### config.mk
export PLATFORM = sky130hd
export DESIGN_NAME = rgb_pwm_fader
export DESIGN_NICKNAME = d
export VERILOG_FILES = /design/src/rtl/rgb_pwm_fader.sv
export SDC_FILE = /design/constraint.sdc
export NUM_CORES = 1
export LEC_CHECK = 0
export ABC_AREA = 1
export CAP_MARGIN = 20
export CORE_MARGIN = 2
export CORE_UTILIZATION = 65
export CTS_CLUSTER_DIAMETER = 120
export CTS_CLUSTER_SIZE = 12
export DETAILED_ROUTE_END_ITERATION = 7
export GPL_ROUTABILITY_DRIVEN = 0
export MAX_ROUTING_LAYER = met4
export PLACE_DENSITY = 0.95
export SKIP_LAST_GASP = 1
export SLEW_MARGIN = 20
export SYNTH_ARGS = -nofsm -noshare
export SYNTH_HDL_FRONTEND = slang
export SYNTH_SLANG_ARGS = --single-unit
### constraint.sdc
create_clock -name clk -period 20.6 [get_ports clk]
set_input_delay 4.12 -clock clk [delete_from_list [all_inputs] [get_ports clk]]
set_output_delay 4.12 -clock clk [all_outputs]
set_load 0.02 [all_outputs]
### src/rtl/rgb_pwm_fader.sv
// rgb_pwm_fader: N-channel LED PWM engine with static, colour-cycle and breathing modes.
// Build macro RGB_PWM_GAMMA_EN enables squared (perceptual) duty correction; default is linear.
module rgb_pwm_fader #(
  parameter int unsigned NUM_CH      = 3,
  parameter int unsigned PWM_BITS    = 8,
  parameter int unsigned PRESCALE    = 94,
  parameter int unsigned HOLD_FRAMES = 500,
  parameter int unsigned FADE_FRAMES = 2
) (
  input  logic                       clk,
  input  logic                       rst,
  input  logic                       enable,
  input  logic [1:0]                 mode,
  input  logic [NUM_CH*PWM_BITS-1:0] level_in,
  output logic [NUM_CH-1:0]          pwm_out,
  output logic                       frame_stb
);

  localparam int unsigned PRE_W   = (PRESCALE > 1) ? $clog2(PRESCALE) : 1;
  localparam int unsigned FRM_MAX = (HOLD_FRAMES > FADE_FRAMES) ? HOLD_FRAMES : FADE_FRAMES;
  localparam int unsigned FRM_W   = (FRM_MAX > 1) ? $clog2(FRM_MAX) : 1;
  localparam int unsigned IDX_W   = (NUM_CH > 1) ? $clog2(NUM_CH) : 1;
  localparam int unsigned PROD_W  = 2 * PWM_BITS;
  localparam logic [PWM_BITS-1:0] CNT_MAX = '1;

  typedef enum logic [2:0] {
    ST_OFF,
    ST_STATIC,
    ST_CYCLE,
    ST_RAMP_UP,
    ST_RAMP_DOWN
  } state_t;

  state_t               state_q, state_n, target;
  logic [PRE_W-1:0]     presc_q;
  logic [PWM_BITS-1:0]  pwm_cnt_q;
  logic [PWM_BITS-1:0]  env_q, env_n;
  logic [IDX_W-1:0]     cyc_q, cyc_n;
  logic [FRM_W-1:0]     frm_q, frm_n;
  logic                 tick;
  logic                 wrap;
  logic                 switch_mode;
  logic [NUM_CH-1:0]    cmp;

  assign tick = (presc_q == PRE_W'(PRESCALE - 1));
  assign wrap = tick && (pwm_cnt_q == CNT_MAX);

  // Tick prescaler, PWM counter and frame strobe; all held at zero while disabled
  always_ff @(posedge clk) begin
    if (rst || !enable) begin
      presc_q   <= '0;
      pwm_cnt_q <= '0;
      frame_stb <= 1'b0;
    end else begin
      presc_q   <= tick ? '0 : presc_q + PRE_W'(1);
      if (tick) pwm_cnt_q <= pwm_cnt_q + PWM_BITS'(1);
      frame_stb <= wrap;
    end
  end

  always_comb begin
    case (mode)
      2'd1:    target = ST_CYCLE;
      2'd2:    target = ST_RAMP_UP;
      default: target = ST_STATIC;
    endcase
  end

  always_ff @(posedge clk) begin
    if (rst) begin
      state_q <= ST_OFF;
      env_q   <= '0;
      cyc_q   <= '0;
      frm_q   <= '0;
    end else begin
      state_q <= state_n;
      env_q   <= env_n;
      cyc_q   <= cyc_n;
      frm_q   <= frm_n;
    end
  end

  // Mode and envelope sequencing; everything advances only on the frame-wrap tick
  always_comb begin
    state_n     = state_q;
    env_n       = env_q;
    cyc_n       = cyc_q;
    frm_n       = frm_q;
    switch_mode = 1'b0;
    if (!enable) begin
      state_n = ST_OFF;
      env_n   = '0;
      cyc_n   = '0;
      frm_n   = '0;
    end else if (wrap) begin
      case (state_q)
        ST_CYCLE: begin
          if (target == ST_CYCLE) begin
            if (frm_q == FRM_W'(HOLD_FRAMES - 1)) begin
              frm_n = '0;
              cyc_n = (cyc_q == IDX_W'(NUM_CH - 1)) ? '0 : cyc_q + IDX_W'(1);
            end else begin
              frm_n = frm_q + FRM_W'(1);
            end
          end else begin
            switch_mode = 1'b1;
          end
        end
        ST_RAMP_UP, ST_RAMP_DOWN: begin
          if (target == ST_RAMP_UP) begin
            if (frm_q == FRM_W'(FADE_FRAMES - 1)) begin
              frm_n = '0;
              if (state_q == ST_RAMP_UP) begin
                env_n = env_q + PWM_BITS'(1);
                if (env_n == CNT_MAX) state_n = ST_RAMP_DOWN;
              end else begin
                env_n = env_q - PWM_BITS'(1);
                if (env_n == '0) state_n = ST_RAMP_UP;
              end
            end else begin
              frm_n = frm_q + FRM_W'(1);
            end
          end else begin
            switch_mode = 1'b1;
          end
        end
        default: begin
          if (target != state_q) switch_mode = 1'b1;
        end
      endcase
      if (switch_mode) begin
        state_n = target;
        frm_n   = '0;
        if (target == ST_CYCLE)   cyc_n = '0;
        if (target == ST_RAMP_UP) env_n = '0;
      end
    end
  end

  for (genvar g = 0; g < NUM_CH; g++) begin : g_ch
    logic [PWM_BITS-1:0] lvl;
    logic [PWM_BITS-1:0] lin;
    logic [PWM_BITS-1:0] duty_n;
    logic [PWM_BITS-1:0] duty_q;

    assign lvl = level_in[g*PWM_BITS +: PWM_BITS];

    // Duty for the upcoming frame, derived from the post-boundary state
    always_comb begin
      lin = '0;
      case (state_n)
        ST_STATIC: lin = lvl;
        ST_CYCLE:  lin = (cyc_n == IDX_W'(g)) ? lvl : '0;
        ST_RAMP_UP, ST_RAMP_DOWN:
          lin = PWM_BITS'((PROD_W'(lvl) * PROD_W'(env_n)) >> PWM_BITS);
        default:   lin = '0;
      endcase
    end

`ifdef RGB_PWM_GAMMA_EN
    assign duty_n = PWM_BITS'((PROD_W'(lin) * PROD_W'(lin)) >> PWM_BITS);
`else
    assign duty_n = lin;
`endif

    always_ff @(posedge clk) begin
      if (rst || !enable) duty_q <= '0;
      else if (wrap)      duty_q <= duty_n;
    end

    assign cmp[g] = (pwm_cnt_q < duty_q);
  end

  always_ff @(posedge clk) begin
    if (rst || !enable) pwm_out <= '0;
    else                pwm_out <= cmp;
  end

endmodule
After elaboration in Yosys (flattened, before gate mapping)

Cells that the tools add are included.
W data, S select, Z words.

Output and inout port bits: 4
Input port bits: 29
Register bits: 65
Logic and storage cells: 101

Multiply operators: 3
Order comparisons: 3
Equality and inequality tests: 22
Bitwise logic cells: 1
Mux-type cells: 44
$add $sub $neg: 6
Reductions and logical operators: 11

Operators by type and width:

| operator              | number |
|---|---|
| $mux W8               | 11 |
| $pmux W8 S3           | 3 |
| $mul A8 B8 Y16        | 3 |
| $mux W9               | 5 |
| $mux W3               | 9 |
| $lt A8 B8 Y1          | 3 |
| $eq A3 B2 Y1 const B  | 6 |
| $pmux W9 S2           | 1 |
| $add A8 B1 Y8 const B | 2 |
| $eq A8 B8 Y1 const B  | 2 |
| $mux W2               | 8 |
| $add A9 B1 Y9 const B | 1 |
| $eq A9 B1 Y1 const B  | 1 |
| $eq A9 B9 Y1 const B  | 1 |
| $logic_not A8 Y1      | 1 |
| $reduce_or A2 Y1      | 4 |
| $sub A8 B1 Y8 const B | 1 |
| $add A7 B1 Y7 const B | 1 |
| $eq A7 B7 Y1 const B  | 1 |
| $eq A2 B2 Y1 const B  | 3 |
| $eq A3 B3 Y1 const B  | 2 |
| $ne A3 B3 Y1 const B  | 2 |
| $mux W1               | 5 |
| $eq A2 B1 Y1 const B  | 2 |
| other kinds (12)      | 12 |

Logic depth before layout (Yosys ltp)

Gate-level depths: netlist (run 1).

Depth after elaboration: 13
Mapped depth: 37
Mapped depth without buffers: 35

Least setup slack after synthesis (run 1)

OpenSTA, ideal clock, no wires.

Path type: in2reg
From: input port mode[0]
To: register g_ch[1].duty_q[7]
Arrival: 9322 ps
Stages: 26
Slack: 11144 ps
Buffers on the path: 1
Required time: 20466 ps
Library setup time: 134 ps
Cell sequence: inv_1 -> ha_1 -> or2_2 -> nand4_1 -> nand2_2 -> o21ai_2 -> nor2_2 -> inv_1 -> clkbuf_1 -> nor2_1 -> fa_1 -> fa_1 -> fa_1 -> inv_1 -> fa_1 -> inv_1 -> ha_1 -> a21oi_1 -> o21a_1 -> nor2_1 -> a2111oi_0 -> nand3_1 -> nand3_1 -> nand2_1 -> nand2_1 -> a21oi_1

Word-level cells in the longest chain between the ends: 13
Elaborated cells between the ends (all ways): 38
Those cells by class: mul (1); eq/ne (10); mux (26); reduce/logical (1)

RTL lines:

| what                                                                    | line | RTL |
|---|---|---|
| start: declaration                                                      | 13   | `input logic [1:0] mode,` |
| $eq A2 B2 Y1 or $eq A2 B1 Y1 (tied branches)                            | 62   | `case (mode)` |
| $pmux W2 S2 (*)                                                         | 62   |  |
| parallel branches: the longest is 10 deep, another holds $mul A8 B8 Y16 | --   |  |
| $pmux W8 S3 (*)                                                         | 151  | `case (state_n)` |
| end signal: assignment                                                  | 168  | `else if (wrap) duty_q <= duty_n;` |
| end: declaration                                                        | 144  | `logic [PWM_BITS-1:0] duty_q;` |

Every way passes the cells marked *. The select of a mux whose other input is x is not followed.
A chain may end at the register's enable or synchronous reset.

Final worst setup path (run 1)

From: input port mode[0]
To: register g_ch[2].duty_q[7]

Word-level cells in the longest chain between the ends: 13
Elaborated cells between the ends (all ways): 38
Those cells by class: mul (1); eq/ne (10); mux (26); reduce/logical (1)

RTL lines:

| what                                                                    | line |
|---|---|
| $eq A2 B2 Y1 or $eq A2 B1 Y1 (tied branches)                            | 62 |
| $pmux W2 S2 (*)                                                         | 62 |
| parallel branches: the longest is 10 deep, another holds $mul A8 B8 Y16 | -- |
| $pmux W8 S3 (*)                                                         | 151 |
| end signal: assignment                                                  | 168 |
| end: declaration                                                        | 144 |

Marked as above.

==> results of run 1 <==
[metal layers]
metal	vias up	GRT usage, %	wire, um
li1	4721	-	-
met1	4696	44.0	10300
met2	724	57.7	12900
met3	201	8.16	3470
met5	-	-	0
met4	0	19.0	1930
[power breakdown]
group	internal, mW	total, mW	switching, mW
Combinational	0.00622	0.0210	0.0148
Sequential	0.126	0.126	0.000221
Clock	0.0935	0.152	0.0585
Total	0.226	0.299	0.0735
[sequential cells by signal (all words and copies together), names as in the netlist]
| signal | flops |
|---|---|
| presc_q | 7 |
| frame_stb | 1 |
| env_q | 8 |
| cyc_q | 2 |
| pwm_cnt_q | 8 |
| state_q | 3 |
| frm_q | 9 |
| pwm_out | 3 |
| g_ch.duty_q | 24 |
[cell type report]
cell class                      instances  share of cell area (%)
Clock buffer                           11                    2.09
Clock inverter                          5                   0.505
Inverter                              311                    10.5
Multi-Input combinational cell       1103                    69.7
Sequential cell                        65                    11.7
Tap cell                              216                    2.42
Timing Repair Buffer                   36                    3.14
[path summary, 6_finish.rpt]
path                              startpoint                end  cells past startpoint
worst max-delay path                 mode[0]  g_ch[2].duty_q[7]                     29
worst min-delay path              presc_q[6]         presc_q[6]                      1
worst max register to register  pwm_cnt_q[1]  g_ch[2].duty_q[7]                     26
worst min register to register    presc_q[6]         presc_q[6]                      1
[metrics by stage]
stage	setup slack, ns	instance area (sq um)	hold slack (ns)	total power [mW]	utilization, %
2_1_floorplan	11.14	10400	0.428	0.136	-
3_3_place_gp	9.86	10900	0.441	0.148	69.1
3_5_place_dp	9.58	10900	0.453	0.149	69.1
4_1_cts	9.91	11200	0.462	0.297	71.0
5_1_grt	9.25	11200	0.473	0.306	71.0
6_report	9.62	11200	0.461	0.299	71.0
[cells in the mapped netlist, types with 5 or more instances]
cell type / n
sky130_fd_sc_hd__nand2_1: 344
sky130_fd_sc_hd__nand3_1: 68
sky130_fd_sc_hd__xor2_1: 9
sky130_fd_sc_hd__inv_2: 5
sky130_fd_sc_hd__a21oi_1: 73
sky130_fd_sc_hd__fa_1: 105
sky130_fd_sc_hd__xnor2_1: 5
sky130_fd_sc_hd__o21a_1: 5
sky130_fd_sc_hd__clkbuf_1: 14
sky130_fd_sc_hd__a21oi_2: 8
sky130_fd_sc_hd__nor3_1: 25
sky130_fd_sc_hd__inv_1: 302
sky130_fd_sc_hd__buf_2: 7
sky130_fd_sc_hd__o21ai_0: 34
sky130_fd_sc_hd__ha_1: 131
sky130_fd_sc_hd__nor2_1: 196
sky130_fd_sc_hd__nand4_1: 23
sky130_fd_sc_hd__nor2_2: 7
sky130_fd_sc_hd__dfxtp_1: 65
sky130_fd_sc_hd__or2_1: 6
[critical path: cells and delay by family]
| family | cells | cell delay [ns] |
|---|---|---|
| and+or+nand+nor | 13 | 2.36 |
| adders and majority gates | 6 | 2.54 |
| buffers and inverters | 6 | 1.18 |
| AOI/OAI and AO/OA | 4 | 1.00 |
[kinds of logic after synthesis]
logic type,synth area share [%]
buf+inv,12.4
simple gates,28.4
compound gates,9.22
xor+xnor,1.18
fa+ha+maj,36.1
flops,12.6
mux,0.0967
[placed cells by master (no fill, tap or decap), drive strengths merged, types with 2 or more instances in the layout]
cell	synthesis	layout
o21bai	7	7
clkbuf	14	11
a221oi	4	4
a2111oi	3	3
fa	105	105
dfxtp	65	65
clkdlybuf4s50	0	32
a21boi	3	3
and2	3	3
nor4	2	2
a21oi	81	81
nand3	73	73
o21ai	40	40
o211ai	4	4
or2	10	10
nor3b	4	4
nand4	23	23
buf	11	4
xnor2	5	5
nor3	25	25
inv	307	306
ha	131	131
a211oi	3	3
clkinv	4	8
xor2	9	9
nor2	205	205
nand2	349	349
o21a	5	5
==> impl.org, run 1 <==
** Layout
- Once layout is complete, the cells apart from fillers number 1747.
- After filler insertion, the fill cell instance count of the layout stands at 1192.
- In the final layout, flip-flops and latches occupy 1300 sq um.
- The multi-input combinational cells in the finished layout cover a total of 7770 sq um.
- Relative to the synthesized area, the layout overhead comes to 7.72%.
- In the final layout, the share of cells above drive strength 1 is 4.11%.
- For this run, the post-layout net count is 1791.
- 0 antenna diodes ended up in the layout.

** Clock tree
- After clock tree synthesis, the clock-pin slew on the worst setup and hold paths is 0.06 ns.
- Sink count of the clock tree :: 65
- In this run, post-CTS repair resized a total of 0 instances.
- The clock reaches the later pin of the worst-skew pair after 0.34 ns.
- Post-CTS Hold Buffers :: 0
- Deepest level of the CTS H-tree :: 3
- Total CTS buffers :: 9
- TritonCTS clock tree :: done
- Post-CTS timing repair inserted 0 buffers for setup.
- Clock root cell :: sky130_fd_sc_hd__clkbuf_16
- No sink is reached through more buffers than the 2 on the longest clock path.

** Timing
- TNS Setup :: 0 ns
- Subtracting the final worst setup slack from the clock period gives 10.98 ns.
- Period utilisation layout :: 53.3%
- Maximum clock rate :: 91.0 MHz
- The final number of max-transition violations came to 0.
- Slew at the pin with the worst max-slew slack :: 1.08 ns
- Setup repair after global routing left no endpoint under its margin.
- Worst Clk Skew :: 0.00753 ns
- Total of endpoints with negative setup slack in the final report :: 0
- In this run the tightest slew margin relative to its limit is 27.8%.
- Final Hold Viols :: 0

** Worst setup path
- Worst path slowest cell :: sky130_fd_sc_hd__nand2_1
- The largest single stage delay on the critical path is 0.70 ns.
- At the worst endpoint, the required time is 20.85 ns.
- Internal reg-to-reg setup slack :: 12.68 ns
- Worst Path Arrival :: 11.24 ns
- Crit path launch type :: input pin
- Critical path class :: in -> reg
- Kind of capture point of the worst setup path :: flop
- Most frequent cell on the critical path :: sky130_fd_sc_hd__nand2_1
- Of all nets on the critical path, the largest fanout is 20.

** Global routing
- Vias in the first global route :: 10218
- Wire length of the first global-routing pass :: 47.5 mm
- Aggregate global routing overflow :: 0
- Number of antenna violations at the first check in global routing :: 0
- Pin count of the biggest net entering global routing :: 33
- Global routing consumed, over all layers together, 36.6% of the routing resources.

** Detailed routing
- DR WL/cell :: 16.3 um
- Wires add up to 28.5 mm.
- After detailed routing, the number of remaining DRC violations is 0.
- Detailed routing inserted a total of 10342 vias.
- The first TritonRoute pass finished after 6 iterations.
- DRT antenna net count :: 0
- After detailed routing, the number of vias per cell comes to 5.92.
- Number of DRC violations after detailed-routing iteration 0 :: 1173

** Synthesis
- The synthesized design contains 0 enable-type register cells.
- Number of standard cells after synthesis :: 1504
- Number of synthesized register bits :: 65
- For this run, the register share of the synthesized area comes to 12.6%.
- Netlist area before placement :: 10400 sq um
- Fraction of synthesized cell area taken by the top area cell type :: 20.3%
- For this run, the leading register cell type out of synthesis is sky130_fd_sc_hd__dfxtp_1.
- Count of yosys warnings during synthesis :: 0
- Syn nets :: 1769
- Counting flops with an async set or reset pin after synthesis yields a share of 0%.
- A synthesized cell averages 6.88 sq um.
- Cell taking the most area after synthesis :: sky130_fd_sc_hd__fa_1
- In this run, distinct cell masters in the synthesized netlist total 54.
- Cell types with the largest area share after synthesis :: sky130_fd_sc_hd__fa_1 20%, sky130_fd_sc_hd__ha_1 16%, sky130_fd_sc_hd__dfxtp_1 13%

** Die
- 33 I/O pins were placed.
- The core region is 15700 sq um.
- Initial standard-cell utilization of the core :: 65.9%
- The die covers 17000 sq um.
- From left edge to right edge, the die measures 130 um.
- The floorplan has 46 rows.
- Height of the chip :: 130 um

** Power and ir drop
- For this design the ratio of total power to cell area is 26.8 nW/um^2.
- Worst vdd rail ir drop :: 0.0378 mV
- Static leakage :: 5.76 nW

** Worst hold path
- The worst hold path belongs to the class reg -> reg.

** Flow run
- Max-capacitance violation count :: 0

** Placement
- Placed cell count :: 1731
- Summed over all nets, the half-perimeter wirelength after detailed placement is 22.0 mm.
- Input and output buffers added on the ports amount to 32.

** Status
- The flow ran to the end, and the final reports show no timing, DRC or antenna violations.
(Power assumes the default switching activity.)
==> run 2: changes to the inputs <==
==> constraint.sdc (replaced) <==
create_clock -name clk -period 11.2 [get_ports clk]
set_input_delay 2.24 -clock clk [delete_from_list [all_inputs] [get_ports clk]]
set_output_delay 2.24 -clock clk [all_outputs]
set_load 0.02 [all_outputs]
==> run 2 against run 1 <==
  * Register-to-register slack lost 9.5 ns
  * Clock power grew 110%
  * Largest cell class unchanged
  * Sequential power grew 84%
  * Utilization grew 0.29 points
  * Combinational power grew 82%
  * Clock-buffer cell count shrank 1
  * Non-clock buffer count is the same
  * Cell area grew 0.40%
  * Cell count is essentially flat
  * Power grew 99%
==> impl.org, run 2 (synthesis results as in run 1) <==
** Detailed routing
- The final wirelength came to 28.9 mm (+1.2%).
- The per-cell via count in the routed design was 5.99 (+1.1%).
- The remaining antenna violation count after routing came to 0 (unchanged).
- The via count came to 10454 (+1.1%).
- The detail-routed net length per standard cell is 16.5 um (+1.3%).
- The count of TritonRoute iterations in the first routing pass is 6 (unchanged).
- The initial detailed-routing violation count was 1156 (-1.4%).
- Number of remaining DRC errors :: 0 (unchanged)

** Die
- I/O pin total :: 33 (unchanged)
- Core Footprint :: 15700 sq um (unchanged)
- Height of the chip :: 130 um (unchanged)
- Total die area :: 17000 sq um (unchanged)
- The count of standard-cell rows is 46 (unchanged).
- Width of the die :: 130 um (unchanged)
- Initial standard-cell utilization of the core :: 65.9% (unchanged)

** Worst setup path
- The stage delay of the slowest cell on the critical path is 0.68 ns (-0.02 ns).
- Crit path launch type :: input pin
- The kind of cell with the highest combined delay along the critical path is adder cells.
- Worst path slowest cell :: sky130_fd_sc_hd__nand2_1
- Critical path class :: in -> reg
- Among the stages of the critical path, the cell type that occurs most often is sky130_fd_sc_hd__nand2_1.
- Critical path peak fanout :: 20 (unchanged)
- Number of buffers and inverters on the critical path :: 6 (unchanged)
- Worst Path Required :: 11.44 ns (-9.41 ns)
- The data arrival time of the worst path came to 9.20 ns (-2.04 ns).
- STA classifies the critical path endpoint as a flop.

** Clock tree
- TritonCTS built the clock tree.
- The clock-pin slew reported for the worst setup and hold paths after clock tree synthesis came to 0.06 ns (about the same).
- The number of cells upsized or downsized after cts is 0 (unchanged).
- Total CTS buffers :: 9 (unchanged)
- Deepest level of the CTS H-tree :: 3 (unchanged)
- Clock root cell :: sky130_fd_sc_hd__clkbuf_16
- Sink count of the clock tree :: 65 (unchanged)
- The worst-skew pair later-pin latency was 0.35 ns (about the same).
- The number of post-CTS setup repair buffers is 0 (unchanged).
- The hold-fix buffer count after cts came to 0 (unchanged).
- Clock Path Buffers :: 2 (unchanged)

** Timing
- Final Slew Violations :: 0 (unchanged)
- The final count of negative-setup-slack endpoints is 0 (unchanged).
- Maximum clock rate :: 112 MHz
- The remaining max-slew budget at the tightest pin is 29.1% (+1.2 points).
- The number of endpoints with negative hold slack in the final report came to 0 (unchanged).
- Tightest hold margin :: 0.466 ns (+0.00504 ns)
- The final setup TNS was 0 ns (unchanged).
- The clock skew is 0.00829 ns (+0.000763 ns).
- The final critical path takes up 79.9% of the cycle.
- The transition time of the tightest slew-check pin was 1.06 ns (-0.0183 ns).
- Minimum clock period :: 8.95 ns
- RSZ-0062 raised after global routing :: no

** Layout
- Share of post-route cells with drive strength above 1 :: 4.12% (about the same)
- Compared with the post-synthesis result, the final layout area differs by 8.16%.
- Finished Core Util :: 71.3% (+0.29 points)
- Largest registers ranked by flip-flop count :: g_ch.duty_q x24, frm_q x9
- The library cell used most frequently in the layout, excluding fill and tap cells, is sky130_fd_sc_hd__nand2_1.
- Flip-flop count of the largest register, all copies and words added :: 24 (unchanged)
- Register with the highest flop count :: g_ch.duty_q
- Antenna diodes :: 0 (unchanged)
- The net total in the final layout is 1791 (unchanged).
- Non-Filler Instances :: 1746 (-0.057%)
- Most used cells in the layout excluding fill and tap cells :: 344 x sky130_fd_sc_hd__nand2_1, 301 x sky130_fd_sc_hd__inv_1, 196 x sky130_fd_sc_hd__nor2_1

** Worst hold path
- Class of the worst hold path :: reg -> reg

** Power and ir drop
- The part of the total power dissipated in the clock network is 54.6% (+3.8 points).
- Proportion of total power due to net switching :: 22.8% (-1.8 points)
- Switching power summed over all nets :: 0.135 mW (+84%)
- The internal power component was 0.459 mW (+100%).
- Worst vdd rail ir drop :: 0.0663 mV (+76%)
- Pwr Density :: 53.1 nW/um^2 (+98%)
- Static leakage :: 5.77 nW (+0.27%)
- The share of total power in combinational logic was 6.4% (-0.6 points).
- The power share of the sequential group is 39.0% (-3.2 points).

** Global routing
- The number of antenna violations at the first check in global routing came to 0 (unchanged).
- The remaining global-route overflow was 0 (unchanged).
- The global router's overall resource usage came to 36.9% (+0.31 points).
- The largest net degree at the start of global routing came to 33 (unchanged).
- The wire length of the first global-routing pass was 47.8 mm (+0.64%).
- Vias in the first global route :: 10387 (+1.7%)

** Flow run
- The number of max-capacitance violations reported came to 0 (unchanged).

** Placement
- Placed cell count :: 1731 (unchanged)
- Detailed placement HPWL :: 21.9 mm (about the same)
- The number of buffers inserted by port buffering is 32 (unchanged).

** Status
- The flow ran to the end, and the final reports show no timing, DRC or antenna violations.
run 2: cell type report:
type / count / area (sq um)
Clock buffer: 10 / 229
Clock inverter: 5 / 105
Fill cell: 1192 / 4520
Inverter: 311 / 1170
Multi-Input combinational cell: 1103 / 7770
Sequential cell: 65 / 1300
Tap cell: 216 / 270
Timing Repair Buffer: 36 / 350
run 2: routing by layer:
| layer | GRT usage (%) | vias to the layer above | wire, um |
|---|---|---|---|
| met5 | - | - | 0 |
| met4 | 20.7 | 0 | 1820 |
| met3 | 9.72 | 201 | 3330 |
| met2 | 58.5 | 719 | 13300 |
| met1 | 42.6 | 4812 | 10400 |
| li1 | - | 4722 | - |
run 2: worst paths after layout:
kind	cells past startpoint	start	endpoint	slack, ns
max	29	mode[0]	g_ch[1].duty_q[7]	2.25
min	1	presc_q[6]	presc_q[6]	0.47
max reg2reg	27	pwm_cnt_q[1]	g_ch[1].duty_q[7]	3.19
min reg2reg	1	presc_q[6]	presc_q[6]	0.47
run 2: through the flow:
step | power (mW) | instance area (sq um) | worst slack [ns]
2_1_floorplan | 0.250 | 10400 | 3.62
3_3_place_gp | 0.273 | 10900 | 2.34
3_5_place_dp | 0.273 | 10900 | 2.13
4_1_cts | 0.592 | 11200 | 2.44
5_1_grt | 0.608 | 11200 | 1.80
6_report | 0.595 | 11200 | 2.25
run 2: power by group through the flow:
stage	Clock, mW	Sequential, mW	Combinational (mW)
final	0.324	0.232	0.0382
after global routing	0.337	0.232	0.0395
after CTS	0.323	0.232	0.0364
after detailed placement	0	0.237	0.0362
after global placement	0	0.237	0.0357
after floorplan	0	0.237	0.0127
==> RTL edit, RTL diff (config.mk and constraints of run 1) <==
The 5 states of `state_t` get a one-hot encoding in 5 bits.
--- a/src/rtl/rgb_pwm_fader.sv
+++ b/src/rtl/rgb_pwm_fader.sv
@@ -24,10 +24,10 @@
   localparam logic [PWM_BITS-1:0] CNT_MAX = '1;
 
-  typedef enum logic [2:0] {
-    ST_OFF,
-    ST_STATIC,
-    ST_CYCLE,
-    ST_RAMP_UP,
-    ST_RAMP_DOWN
+  typedef enum logic [4:0] {
+    ST_OFF       = 5'b00001,
+    ST_STATIC    = 5'b00010,
+    ST_CYCLE     = 5'b00100,
+    ST_RAMP_UP   = 5'b01000,
+    ST_RAMP_DOWN = 5'b10000
   } state_t;
 
Behaviour: no difference found for any inputs over 10 cycles, from zero or initial values and one cycle with rst high; not proved beyond that.
==> RTL edit against run 1 <==
Total power grew 2.9%; worst setup slack improved by 13 ps; global-route usage is 1.4 points lower; design area up 1.4%; clock skew up 0.89 ps; routed wire length up 0.43%; area after synthesis is 1.5% higher; critical endpoint is now g_ch[1].duty_q[6]; non-clock buffer count down 1; final cell count grew 0.34%; clock power grew 4%; largest power group unchanged; sequential cell count up 2; utilization up 0.46 points; largest cell class unchanged.
==> RTL edit: results (changes against run 1) <==
| Metric | Value |
|---|---|
| Outcome | complete, no violations (unchanged) |
| H-tree levels | 3 (unchanged) |
| Buffers on Ports | 32 (unchanged) |
| Layout cells sized above 1 | 0.0547 (was 0.0411) |
| Critical Path Start | mode[1] (was mode[0]) |
| Top FF cell, synth | dfxtp_1 (unchanged) |
| Top Family by Delay on Critical Path | adder cells (unchanged) |
| Placed insts | 1,737 (was 1,731) |
| Post-synth top cells | nand2_1, inv_1, nor2_1, ha_1, fa_1 (unchanged) |
| Clock Skew | 8.42 ps (was 7.53 ps) |
| Worst hold path type | reg -> reg (unchanged) |
| Delay of the slowest critical-path stage | 720 ps (was 700 ps) |
| Via count | 10,370 (was 10,342) |
| Placed Area | 0.0110 mm² (was 0.0109 mm²) |
| Largest net degree at the start of global routing | 32 (was 33) |
| Grt met1 use | 0.406 (was 0.440) |
| Setup TNS | 0 ps (unchanged) |
| CP max stage cell | nor4_1 (was nand2_1) |
| Synth cell types | 52 (was 54) |
| YS warnings | 0 (unchanged) |
| First-pass GRT wire length | 48,200 µm (was 47,500 µm) |
| GR Util met2 | 0.565 (was 0.577) |
| Critical Path Fanout Max | 17 (was 20) |
| Async SR Flop Fraction | 0 (unchanged) |
| Total routed wirelength | 28,600 µm (was 28,500 µm) |
| Total track usage | 0.352 (was 0.366) |
| Hpwl dp | 22,700 µm (was 22,000 µm) |
| Min-delay src | g_ch[0].duty_q[5] (was presc_q[6]) |
| P_leak | 5.69 nW (was 5.76 nW) |
| Clk buf depth | 2 (unchanged) |
| CTS resizes | 0 (unchanged) |
| Syn Nets | 1,776 (was 1,769) |
| Worst vdd ir | 47.4 µV (was 37.8 µV) |
| Place WS | 9470 ps (was 9580 ps) |
| Wirelength per Cell | 16.3 µm (about the same) |
| Worst-Skew Late Latency | 340 ps (about the same) |
| Slew HR | 0.310 (was 0.278) |
| Post-CTS setup buffers | 0 (unchanged) |
| Inserted Diodes | 0 (unchanged) |
| Post-synthesis sequential area ratio | 0.128 (was 0.126) |
| Detailed Routing Iterations Pass 1 | 6 (unchanged) |
| Critical Path AT | 11,240 ps (about the same) |
| Initial drt markers | 1,133 (was 1,173) |
| Area contributors post-synth | fa_1, ha_1, dfxtp_1 (unchanged) |
| Clock Pin Slew Worst Setup and Hold Paths | 60 ps (about the same) |
| CTS Buf Count | 9 (unchanged) |
| M3 GR Usage | 0.0829 (was 0.0816) |
| Post-synthesis average cell area | 6.95 µm² (was 6.88 µm²) |
| FF-to-FF Start | pwm_cnt_q[1] (unchanged) |
| Vias in the first global route | 10,526 (was 10,218) |
| Hold buffers post-CTS | 0 (unchanged) |
| Share of the synthesized area in the top cell type | 0.200 (was 0.203) |
| Largest regs | g_ch.duty_q (24), frm_q (9) (unchanged) |
## RTL edit: layout make-up
type	instances	area, µm²
Clock buffer	9	225
Clock inverter	7	76.3
Fill cell	1143	4520
Inverter	305	1140
Multi-Input combinational cell	1114	7910
Sequential cell	67	1340
Tap cell	216	270
Timing Repair Buffer	35	343
## RTL edit: report_power, final
part,leakage [nW],switching [mW],total (mW),internal [mW]
Combinational,5.00,0.0141,0.0203,0.00614
Clock,0.142,0.0633,0.158,0.0943
Sequential,0.540,0.000188,0.130,0.130
Total,5.69,0.0776,0.308,0.230
## RTL edit: worst paths after layout
path / to / slack (ps) / cells after the start
worst max-delay path: g_ch[1].duty_q[6] / 9630 / 26
worst min register to register: g_ch[0].duty_q[5] / 470 / 2
worst min-delay path: g_ch[0].duty_q[5] / 470 / 2
worst max register to register: g_ch[1].duty_q[6] / 13320 / 27
## RTL edit: stage by stage
step / hold WS (ps) / utilization
floorplan: 433 / -
global placement: 448 / 0.695
detailed placement: 460 / 0.695
CTS: 464 / 0.714
global route: 485 / 0.714
finish: 466 / 0.714
## RTL edit: kinds of logic (layout without fill, tap and decap cells)
| family | count (synthesis) | in the layout | synth area share |
|---|---|---|---|
| and+or+nand+nor | 704 | 704 | 0.289 |
| xor gates and xnor gates | 17 | 17 | 0.0142 |
| AOI/OAI and AO/OA | 157 | 157 | 0.0934 |
| adders and majority gates | 236 | 236 | 0.356 |
| DFF | 67 | 67 | 0.128 |
| buffers and inverters | 330 | 356 | 0.120 |
## RTL edit: worst min-delay path: stages, from the launching register on
cell     delay [ps]
dfxtp_1         310
nand2_1          60
a21oi_1          50
## RTL edit: layer usage
layer  routed length (µm)  vias up
met1                10600     4822
met3                 3130      141
met5                    0        -
li1                     -     4769
met2                13300      638
met4                 1620        0
